### src/rtl/mips_cpu_bus_arbiter.sv
// -----------------------------------------------------------------------------
// mips_cpu_bus_arbiter
//   Two-master / one-slave arbiter for the CPU's Avalon-style memory bus.
//   Master 0 is the instruction-fetch port, master 1 the load/store port; the
//   slave side drives the single RAM instance. Ownership is registered and held
//   until the slave completes the transfer. A sticky bus_error flag reports a
//   granted transfer that stays stalled for MAX_WAIT consecutive cycles.
//
// Parameters
//   ARB_MODE : 0 = round-robin on ties, 1 = fixed priority (m0 wins ties)
//   MAX_WAIT : stalled granted cycles before bus_error sets (0 = disabled)
//
// Ports
//   clk, reset                 : clock, asynchronous active-high reset
//   m0_* / m1_*                : master address/read/write/writedata/
//                                byteenable in, readdata/waitrequest out
//   s_*                        : slave address/read/write/writedata/
//                                byteenable out, readdata/waitrequest in
//   grant                      : one-hot owner (01 = m0, 10 = m1, 00 = idle)
//   bus_error                  : sticky timeout flag
// -----------------------------------------------------------------------------
module mips_cpu_bus_arbiter #(
  parameter int ARB_MODE = 0,
  parameter int MAX_WAIT = 1024
) (
  input  logic        clk,
  input  logic        reset,
  input  logic [31:0] m0_address,
  input  logic        m0_read,
  input  logic        m0_write,
  input  logic [31:0] m0_writedata,
  input  logic [3:0]  m0_byteenable,
  output logic [31:0] m0_readdata,
  output logic        m0_waitrequest,
  input  logic [31:0] m1_address,
  input  logic        m1_read,
  input  logic        m1_write,
  input  logic [31:0] m1_writedata,
  input  logic [3:0]  m1_byteenable,
  output logic [31:0] m1_readdata,
  output logic        m1_waitrequest,
  output logic [31:0] s_address,
  output logic        s_read,
  output logic        s_write,
  output logic [31:0] s_writedata,
  output logic [3:0]  s_byteenable,
  input  logic [31:0] s_readdata,
  input  logic        s_waitrequest,
  output logic [1:0]  grant,
  output logic        bus_error
);

  localparam int               CNT_W      = (MAX_WAIT > 32'sd0) ? $clog2(MAX_WAIT + 32'sd1) : 32'sd1;
  localparam logic [CNT_W-1:0] MAX_CNT    = CNT_W'(MAX_WAIT);
  localparam logic [CNT_W-1:0] CNT_ONE    = CNT_W'(32'sd1);
  localparam bit               TIMEOUT_EN = (MAX_WAIT > 32'sd0);
  localparam bit               FIXED_PRIO = (ARB_MODE == 32'sd1);
  localparam logic             LAST_M0    = 1'b0;
  localparam logic             LAST_M1    = 1'b1;

  // State encoding doubles as the one-hot grant vector.
  typedef enum logic [1:0] {
    ST_IDLE = 2'b00,
    ST_GNT0 = 2'b01,
    ST_GNT1 = 2'b10
  } state_t;

  state_t           state_r;
  state_t           state_nxt_s;
  logic             last_r;
  logic [CNT_W-1:0] cnt_r;
  logic [CNT_W-1:0] cnt_nxt_s;
  logic             bus_error_r;
  logic             req0_s;
  logic             req1_s;
  logic             done0_s;
  logic             done1_s;
  logic             stall_s;
  logic             timeout_hit_s;

  assign req0_s    = m0_read | m0_write;
  assign req1_s    = m1_read | m1_write;
  assign grant     = state_r;
  assign bus_error = bus_error_r;

  // Next-state selection, slave-side mux and master-side responses.
  always_comb begin
    state_nxt_s    = state_r;
    s_address      = 32'h0000_0000;
    s_read         = 1'b0;
    s_write        = 1'b0;
    s_writedata    = 32'h0000_0000;
    s_byteenable   = 4'b0000;
    m0_readdata    = 32'h0000_0000;
    m1_readdata    = 32'h0000_0000;
    m0_waitrequest = req0_s;
    m1_waitrequest = req1_s;
    done0_s        = 1'b0;
    done1_s        = 1'b0;
    case (state_r)
      ST_IDLE: begin
        if (req0_s && req1_s) begin
          // Round-robin hands the tie to whoever was not served last.
          if (FIXED_PRIO || (last_r == LAST_M1)) begin
            state_nxt_s = ST_GNT0;
          end else begin
            state_nxt_s = ST_GNT1;
          end
        end else if (req0_s) begin
          state_nxt_s = ST_GNT0;
        end else if (req1_s) begin
          state_nxt_s = ST_GNT1;
        end else begin
          state_nxt_s = ST_IDLE;
        end
      end
      ST_GNT0: begin
        s_address    = m0_address;
        s_read       = m0_read;
        s_write      = m0_write;
        s_writedata  = m0_writedata;
        s_byteenable = m0_byteenable;
        m0_readdata  = s_readdata;
        if (!req0_s) begin
          state_nxt_s = ST_IDLE;
        end else if (!s_waitrequest) begin
          done0_s        = 1'b1;
          m0_waitrequest = 1'b0;
          // Hand straight over to a waiting m1 so there is no idle bubble.
          state_nxt_s    = req1_s ? ST_GNT1 : ST_IDLE;
        end else begin
          state_nxt_s = ST_GNT0;
        end
      end
      ST_GNT1: begin
        s_address    = m1_address;
        s_read       = m1_read;
        s_write      = m1_write;
        s_writedata  = m1_writedata;
        s_byteenable = m1_byteenable;
        m1_readdata  = s_readdata;
        if (!req1_s) begin
          state_nxt_s = ST_IDLE;
        end else if (!s_waitrequest) begin
          done1_s        = 1'b1;
          m1_waitrequest = 1'b0;
          state_nxt_s    = req0_s ? ST_GNT0 : ST_IDLE;
        end else begin
          state_nxt_s = ST_GNT1;
        end
      end
      default: begin
        state_nxt_s = ST_IDLE;
      end
    endcase
  end

  // Stall counter next value; saturates at MAX_CNT instead of wrapping.
  always_comb begin
    stall_s       = (((state_r == ST_GNT0) && req0_s) ||
                     ((state_r == ST_GNT1) && req1_s)) && s_waitrequest;
    cnt_nxt_s     = {CNT_W{1'b0}};
    timeout_hit_s = 1'b0;
    if (stall_s) begin
      if (cnt_r != MAX_CNT) begin
        cnt_nxt_s = cnt_r + CNT_ONE;
      end else begin
        cnt_nxt_s = cnt_r;
      end
      timeout_hit_s = TIMEOUT_EN && (cnt_nxt_s == MAX_CNT);
    end else begin
      cnt_nxt_s     = {CNT_W{1'b0}};
      timeout_hit_s = 1'b0;
    end
  end

  // State, last-served, stall counter and sticky error registers.
  always_ff @(posedge clk or posedge reset) begin
    if (reset) begin
      state_r     <= ST_IDLE;
      last_r      <= LAST_M1;
      cnt_r       <= {CNT_W{1'b0}};
      bus_error_r <= 1'b0;
    end else begin
      state_r <= state_nxt_s;
      cnt_r   <= cnt_nxt_s;
      // An aborted (dropped) request leaves last_r untouched.
      if (done0_s) begin
        last_r <= LAST_M0;
      end else if (done1_s) begin
        last_r <= LAST_M1;
      end else begin
        last_r <= last_r;
      end
      if (timeout_hit_s) begin
        bus_error_r <= 1'b1;
      end else begin
        bus_error_r <= bus_error_r;
      end
    end
  end

endmodule

### config.mk
export PLATFORM = sky130hd
export DESIGN_NAME = mips_cpu_bus_arbiter
export DESIGN_NICKNAME = d
export VERILOG_FILES = /design/src/rtl/mips_cpu_bus_arbiter.sv
export SDC_FILE = /design/constraint.sdc
export NUM_CORES = 1
export LEC_CHECK = 0
export CAP_MARGIN = 20
export CELL_PAD_IN_SITES_DETAIL_PLACEMENT = 0
export CELL_PAD_IN_SITES_GLOBAL_PLACEMENT = 1
export CORE_AREA = 3 3 122 124
export CTS_BUF_LIST = sky130_fd_sc_hd__clkbuf_8
export DETAILED_ROUTE_END_ITERATION = 10
export DIE_AREA = 0 0 125 127
export DONT_BUFFER_PORTS = 1
export PLACE_DENSITY_LB_ADDON = 0.1
export RECOVER_POWER = 100
export SLEW_MARGIN = 10
export SYNTH_ARGS = -nofsm -noshare
export SYNTH_HDL_FRONTEND = slang
export SYNTH_SLANG_ARGS = --single-unit
### constraint.sdc
create_clock -name clk -period 2.1 [get_ports clk]
set_clock_uncertainty 0.1 [all_clocks]
set_input_delay 0.525 -clock clk [delete_from_list [all_inputs] [get_ports clk]]
set_output_delay 0.525 -clock clk [all_outputs]
set_load 0.03 [all_outputs]
# [Yosys cells after proc, flatten, opt, wreduce, memory -nomap -nowiden]
# Cells that the tools add are included.
[totals] regBits=15 output_inout_bits=139 word_cells=51
[op_classes] n_addsub=1 n_eq_ne=4 n_mux=33 bitwise_logic=2 reduce_logical=7
[op_table] cell="32-bit one-hot mux with 2 select lines" count=2
[op_table] cell="32-bit two-way mux" count=2
[op_table] cell="11-bit two-way mux" count=3
[op_table] cell="2-bit two-way mux" count=8
[op_table] cell="1-bit two-way mux" count=14
[op_table] cell="11-bit by 1-bit adder with 11-bit output (second input constant)" count=1
[op_table] cell="11-bit equality test (second input constant)" count=1
[op_table] cell="11-bit inequality test (second input constant)" count=1
[op_table] cell="4-bit one-hot mux with 2 select lines" count=1
[op_table] cell="2-bit one-hot mux with 3 select lines" count=1
[op_table] cell="1-bit logical AND" count=4
[op_table] cell="1-bit one-hot mux with 2 select lines" count=2
[op_table] cell="2-bit by 1-bit equality test with 1-bit output (second input constant)" count=1
[op_table] cell="2-bit equality test (second input constant)" count=1
[op_table] cell="2-bit zero test" count=1
[op_table] cell="1-bit OR" count=2
[op_table] cell="2-bit nonzero test" count=1
[op_table] cell="1-bit logical OR" count=1

# [Longest topological paths before layout]
# Gate-level depths: netlist of the first run.
[depth] word_depth=7 depth_mapped=8

# [Worst setup path after synthesis of the first run]
# OpenSTA, ideal clock, no wires.
[synth_timing] path_kind="flip-flop to output port" from="register state_r[0] (netlist: grant[0])" to="output port s_address[12]" arrival_ns=1.974 required_ns=1.475 path_slack_ns=-0.499 stages_incl_launch_ff=8 cell_sequence="dfrtp_1 > inv_1 > ha_1 > clkbuf_1 > buf_2 > buf_1 > a22oi_1 > nor2b_1"
[synth_between] elab_chain_len=2 elab_cells_between_ends=3
[synth_rtl] item="start: declaration" line="68" source="state_t state_r;"
[synth_rtl] item="start signal: assignment" line="185" source="state_r <= state_nxt_s;"
[synth_rtl] item="2-bit equality test or 2-bit by 1-bit equality test with 1-bit output (tied branches)" line="100" source="case (state_r)"
[synth_rtl] item="32-bit one-hot mux with 2 select lines (*)" line="100"
[synth_rtl] item="end: declaration" line="42" source="output logic [31:0] s_address,"
# Mark *: on every way between the ends. The rest lies on a longest branch, timed or not.

# [Final worst setup path of the first run]
[layout_timing] from="register state_r[1] (netlist: grant[1])" to="output port s_address[1]"
# The elaborated chain is that of the path after synthesis.

==> results of run 1 <==
==> cells in the mapped netlist, drive strengths merged <==
cell | count | area (um^2)
nand3 | 6 | 30.0
a22oi | 70 | 526
a21oi | 5 | 25.0
or3 | 1 | 7.51
nand2 | 5 | 21.3
ha | 6 | 75.1
nor2 | 19 | 73.8
a31oi | 1 | 6.26
nor2b | 72 | 450
nor4 | 2 | 33.8
nand4 | 1 | 12.5
inv | 9 | 33.8
a41o | 1 | 10.0
nand2b | 1 | 6.26
a21boi | 1 | 7.51
and3 | 2 | 12.5
nor3b | 1 | 7.51
dfstp | 1 | 26.3
a311oi | 1 | 8.76
xor2 | 2 | 17.5
o21ai | 5 | 25.0
dfrtp | 14 | 350
a221oi | 1 | 8.76
nor3 | 2 | 10.0
buf | 8 | 45.0
clkbuf | 25 | 93.8
xnor2 | 8 | 70.1
nor4b | 4 | 41.3
and2 | 64 | 400
and2b | 1 | 8.76
==> state kept, by name, indices dropped and copies added, names as in the netlist <==
name and flops:
last_r 1, cnt_r 11, bus_error 1, grant 2
==> critical path, stage by stage (launching register included) <==
cell and delay, ns:
dfrtp_2 0.44, inv_2 0.10, ha_4 0.19, buf_12 0.22, a22oi_2 0.10, nor2b_2 0.16, buf_6 0.15
==> worst paths after layout <==
kind | start | to | slack (ns) | cells after the start
worst max-delay path | grant[1]$_DFF_PP0_ | s_address[1] | -0.17 | 6
worst min-delay path | reset | bus_error$_DFFE_PP0P_ | 0.12 | 1
worst max register to register | grant[1]$_DFF_PP0_ | cnt_r[0]$_DFF_PP0_ | 0.19 | 8
worst min register to register | last_r$_DFFE_PP1P_ | last_r$_DFFE_PP1P_ | 0.37 | 2
max in group asynchronous | reset | grant[0]$_DFF_PP0_ | 1.36 | 1
min in group clk | s_waitrequest | cnt_r[1]$_DFF_PP0_ | 0.33 | 1
==> where the power goes <==
part / leakage [nW] / internal, mW / switching, mW / total, mW
combinational: 1.63 / 3.06 / 3.61 / 6.66
clock: 0.0255 / 0.131 / 0.104 / 0.236
sequential: 0.200 / 0.334 / 0.0363 / 0.371
total: 1.85 / 3.52 / 3.75 / 7.27
==> cell families (layout without fill, tap and decap cells) <==
kind of cell	count (synthesis)	in the layout	synth area share
and+or+nand+nor	181	181	0.456
AOI/OAI and AO/OA	85	85	0.252
buffers and inverters	42	161	0.0706
DFF	15	15	0.154
xor gates and xnor gates	10	10	0.0358
adders and majority gates	6	6	0.0307
==> final cells by class <==
type	count	share of cell area
repair buffers	148	0.351
well taps	180	0.0489
flip-flops and latches	15	0.0824
multi-input cells	282	0.500
inverters	9	0.00734
clock buffers	3	0.00897
clock inverters	1	0.00109
==> stage by stage <==
step           setup WS, ns  power [mW]
6_report             -0.166        7.27
5_1_grt              -0.251        7.70
4_1_cts              -0.184        6.92
3_5_place_dp         0.0187        6.02
3_3_place_gp         0.0367        6.01
2_1_floorplan       -0.0316        4.24
==> routing by layer <==
| metal | vias to the layer above | GRT usage |
|---|---|---|
| met1 | 1450 | 0.170 |
| met5 | - | 0 |
| met3 | 8 | 0.0213 |
| met2 | 175 | 0.257 |
| li1 | 1407 | - |
| met4 | 0 | 0.0191 |
==> what timing repair did <==
action	in CTS	in global routing
gates cloned	2	3
gates resized for setup	71	49
hold buffers	0	0
setup buffers	5	2
pin swaps	1	3
endpoints found under the setup margin	126	137
==> summary.md, run 1 <==
| Metric | Value |
|---|---|
| Initial antenna violation count | 0 |
| Commonest cells after routing, fill and taps aside | 76 x buf_6, 68 x nor2b_2, 53 x and2_1, 53 x buf_4, 42 x a22oi_1 |
| Clk root buf | clkbuf_8 |
| Largest net degree at the start of global routing | 40 |
| Yosys warns | 0 |
| Final cell count without fillers | 638 |
| Worst Slack Setup Final | -0.166 ns |
| CP arrival | 1.64 ns |
| Mapped Nets | 520 |
| Status | complete, but fails checks |
| Area Overhead vs Synth | 88.2% |
| Final setup viols | 126 |
| Initial core utilization | 0.176 |
| WHS | 0.123 ns |
| Placed cells | 622 |
| GRT Residual Overflow | 0 |
| Row Count | 43 |
| Post-Syn Area per Cell | 7.21 um^2 |
| HPWL after detailed placement | 9800 um |
| Max clock buf depth | 2 |
| Worst endpoint required time | 1.47 ns |
| Slew headroom | 0.607 |
| Avg Vias per Cell | 4.76 |
| Top-level port count | 314 |
| H-tree depth | 1 |
| WL met1 | 4760 um |
| DR DRC count | 0 |
| RSZ-0062 raised after global routing | true |
| Worst slew pin tran | 0.589 ns |
| Max IR drop VDD | 0.606 mV |
| Clock transition at path regs | 0.06 ns |
| Gpl congestion | 0.834 |
| Clock sink total | 15 |
| Reg area | 379 um^2 |
| Crit path max fanout | 39 |
| Core Area | 13900 um^2 |
| Via count | 3040 |
| Min-Delay Path Class | input pin to async pin |
| Failing checks | negative setup slack |
| Chip width | 125 um |
| # fillers | 1473 |
| Synthesized area | 2440 um^2 |
| Mapped Cells | 339 |
| CP Class | flip-flop to output pin |
| Drt total wl | 12700 um |
| Seq/Total Area, Yosys | 0.154 |
| Final ANT Viol Nets | 0 |
| Vias in the first global route | 2989 |
| Post-layout min period | 2.27 ns |
| Die H | 127 um |
| Top sig layer | met4 |
| CTS tree | done |
| TritonCTS Buffers | 3 |
| ANT cells | 0 |
| Final Hold Fails | 0 |
| DR WL/cell | 19.8 um |
| Most common cell after layout, fill and taps aside | buf_6 |
| I/O Buffers | 0 |
| DR pass1 iterations | 4 |
| First-pass GRT wire length | 17600 um |
| Setup TNS Final | -12.39 ns |
| Overall Global Routing Usage | 0.137 |
| Worst skew pair latency | 0.25 ns |
| Final Max Tran Viols | 0 |
| Placed cell area | 3910 um^2 |
| Critical Path Start Type | flip-flop |
| Register bit total from synthesis | 15 |
| Post-layout nets | 640 |
| Library cells used by synthesis | 37 |
| Fin crit share | 1.08 |
| Post-Layout Inst Area | 4600 um^2 |
| Max_cap viols | 0 |
| Leak | 1.85 nW |
| Metal3 WL | 880 um |
| Die ar. | 15900 um^2 |
| Layout cells sized above 1 | 0.605 |
| DRT iter0 DRCs | 121 |
| Peak Freq | 441 MHz |
| Pwr Density | 1580 nW/um^2 |
| Area of the multi-input gates | 2300 um^2 |
| Met2 WL | 6930 um |
| CP Capture Type | output pin |
| Final core utilization | 0.332 |
Power figures use the tool's default switching activity.
==> inputs of run 2 (changes only) <==
Settings changed: CELL_PAD_IN_SITES_GLOBAL_PLACEMENT 1 to 2, CORE_AREA 3 3 122 124 to 2 2 123 125.
==> summary.md, run 2 (synthesized netlist as in run 1, its figures left out) <==
| Metric | Value |
|---|---|
| GRT Residual Overflow | 0 |
| Area of the multi-input gates | 2470 um^2 |
| Final ANT Viol Nets | 0 |
| Clock transition at path regs | 0.06 ns |
| Max FFs per register | 11 |
| Crit path max fanout | 16 |
| # fillers | 1458 |
| Post-layout nets | 655 |
| Final Hold Fails | 0 |
| Status | complete, but fails checks |
| Clock sink total | 15 |
| Row Count | 44 |
| Final setup viols | 122 |
| Vias in the first global route | 3130 |
| Layout cells sized above 1 | 0.715 |
| DR DRC count | 0 |
| Placed cell area | 3860 um^2 |
| Grt met1 use | 0.165 |
| Reg area | 379 um^2 |
| Core Area | 14400 um^2 |
| First-pass GRT wire length | 18800 um |
| Slew headroom | 0.585 |
| Reg2reg end | bus_error$_DFFE_PP0P_ |
| Critical path launch point | grant[1]$_DFF_PP0_ |
| Leak | 2.11 nW |
| TritonCTS Buffers | 3 |
| Critical Path Slowest Stage Cell | dfrtp_2 |
| DRT iter0 DRCs | 115 |
| Initial core utilization | 0.170 |
| Cts-stage hold buffer count | 0 |
| CP delay by family, top | buffers and inverters |
| DR WL/cell | 21.6 um |
| Setup TNS Final | -16.82 ns |
| Most common cell after layout, fill and taps aside | buf_6 |
| I/O Buffers | 0 |
| FF-to-FF Start | grant[0]$_DFF_PP0_ |
| Failing checks | negative setup slack |
| CP Capture Type | output pin |
| CP arrival | 1.67 ns |
| Critical Path Start Type | flip-flop |
| Worst Slack Setup Final | -0.198 ns |
| Fin crit share | 1.09 |
| Pre-CTS setup slack | 0.0437 ns |
| Largest net degree at the start of global routing | 39 |
| Total power | 8.37 mW |
| Pwr Density | 1600 nW/um^2 |
| Max stage delay on crit path | 0.41 ns |
| Area Overhead vs Synth | 114% |
| Met2 GRT Util | 0.297 |
| Avg Vias per Cell | 4.73 |
| Drt total wl | 14200 um |
| Worst reg2reg path depth | 10 |
| CP Depth | 6 |
| Via count | 3110 |
| ANT cells | 0 |
| Max_cap viols | 0 |
| Placed cells | 623 |
| FF-to-FF setup slack | 0.09 ns |
| Post-Layout Inst Area | 5220 um^2 |
| Worst slew pin tran | 0.621 ns |
| Busiest grt layer | met2 |
| Peak Freq | 435 MHz |
| Worst endpoint required time | 1.47 ns |
| HPWL after detailed placement | 9540 um |
| DR pass1 iterations | 4 |
| Max clock buf depth | 2 |
| Worst skew pair latency | 0.25 ns |
| H-tree depth | 1 |
| Min-Delay Path Class | input pin to async pin |
| GR Layer Usage met3 | 0.0348 |
| Die H | 127 um |
| RSZ-0062 raised after global routing | true |
| Worst path buffer plus inverter count | 3 |
| Final Max Tran Viols | 0 |
| Largest Register | cnt_r |
| Max IR drop VDD | 0.521 mV |
| Gpl congestion | 0.817 |
| Worst-path cell chain | buf_6 -> ha_4 -> clkbuf_16 -> a22oi_1 -> nor2b_2 -> buf_6 |
| CTS tree | done |
| Critical path endpoint | s_address[5] |
| Overall Global Routing Usage | 0.150 |
| Chip width | 125 um |
| Final cell count without fillers | 657 |
| Commonest cells after routing, fill and taps aside | 110 x buf_6, 64 x nor2b_2, 46 x and2_4 |
| Die ar. | 15900 um^2 |
| Clk root buf | clkbuf_8 |
| Top-level port count | 314 |
| CP Class | flip-flop to output pin |
| Worst path most repeated cell | buf_6 |
| Initial antenna violation count | 0 |
| Post-layout min period | 2.30 ns |
==> run 2: cell count changes in the layout (fill, tap and decap cells not counted), sizes merged <==
cell and delta:
buf +15, clkinv -1, inv +1
==> run 2: layout make-up <==
cell class / count / area share
inverters: 9 / 0.00695
repair buffers: 163 / 0.395
clock buffers: 3 / 0.00790
well taps: 184 / 0.0441
clock inverters: 1 / 0.000719
flip-flops and latches: 15 / 0.0726
multi-input cells: 282 / 0.473
==> run 2: metal layers <==
| layer | vias to the layer above | share of wire | routed length [um] |
|---|---|---|---|
| met1 | 1468 | 0.37 | 5290 |
| met5 | - | 0 | 0 |
| met4 | 0 | 0.013 | 187 |
| li1 | 1443 | - | - |
| met2 | 185 | 0.55 | 7760 |
| met3 | 14 | 0.068 | 973 |
==> run 2: power breakdown <==
| part | switching (mW) | internal, mW | leakage (nW) |
|---|---|---|---|
| sequential | 0.0422 | 0.335 | 0.200 |
| clock | 0.103 | 0.129 | 0.0269 |
| combinational | 3.93 | 3.82 | 1.89 |
==> run 2: how the worst min path moves through the flow <==
stage,start,to,depth (start not counted)
final,reset,cnt_r[9]$_DFF_PP0_,1
after global routing,reset,cnt_r[9]$_DFF_PP0_,1
after CTS,reset,bus_error$_DFFE_PP0P_,1
after detailed placement,last_r$_DFFE_PP1P_,last_r$_DFFE_PP1P_,2
after global placement,last_r$_DFFE_PP1P_,last_r$_DFFE_PP1P_,2
after floorplan,reset,bus_error$_DFFE_PP0P_,1
==> run 2: worst register-to-register path, stage by stage, from the launching register on <==
cell and delay, ns:
dfrtp_2 0.45, ha_4 0.20, clkbuf_16 0.17, buf_6 0.12, clkbuf_16 0.15, buf_4 0.14
o21ai_0 0.06, nand2_1 0.11, nand2_4 0.16, nor2_2 0.07, a41o_1 0.17
==> run 2: per-stage QoR <==
step                      hold WS (ns)   util
after floorplan                  0.326      -
after global placement           0.362  0.268
after detailed placement         0.364  0.268
after CTS                        0.168  0.325
after global routing             0.183  0.362
final                            0.139  0.362
==> run 2: timing repair <==
item | in CTS | in global routing
cloned | 9 | 9
pin swaps | 2 | 5
endpoints found under the hold margin | 0 | 0
gates resized for setup | 136 | 89
setup buffers | 6 | 8
endpoints found under the setup margin | 105 | 137
==> inputs of run 3 (changes only) <==
Settings changed: CTS_CLUSTER_DIAMETER set to 80.
==> results of run 3 <==
The final DEF is identical to that of run 2; final timing and power are the same.
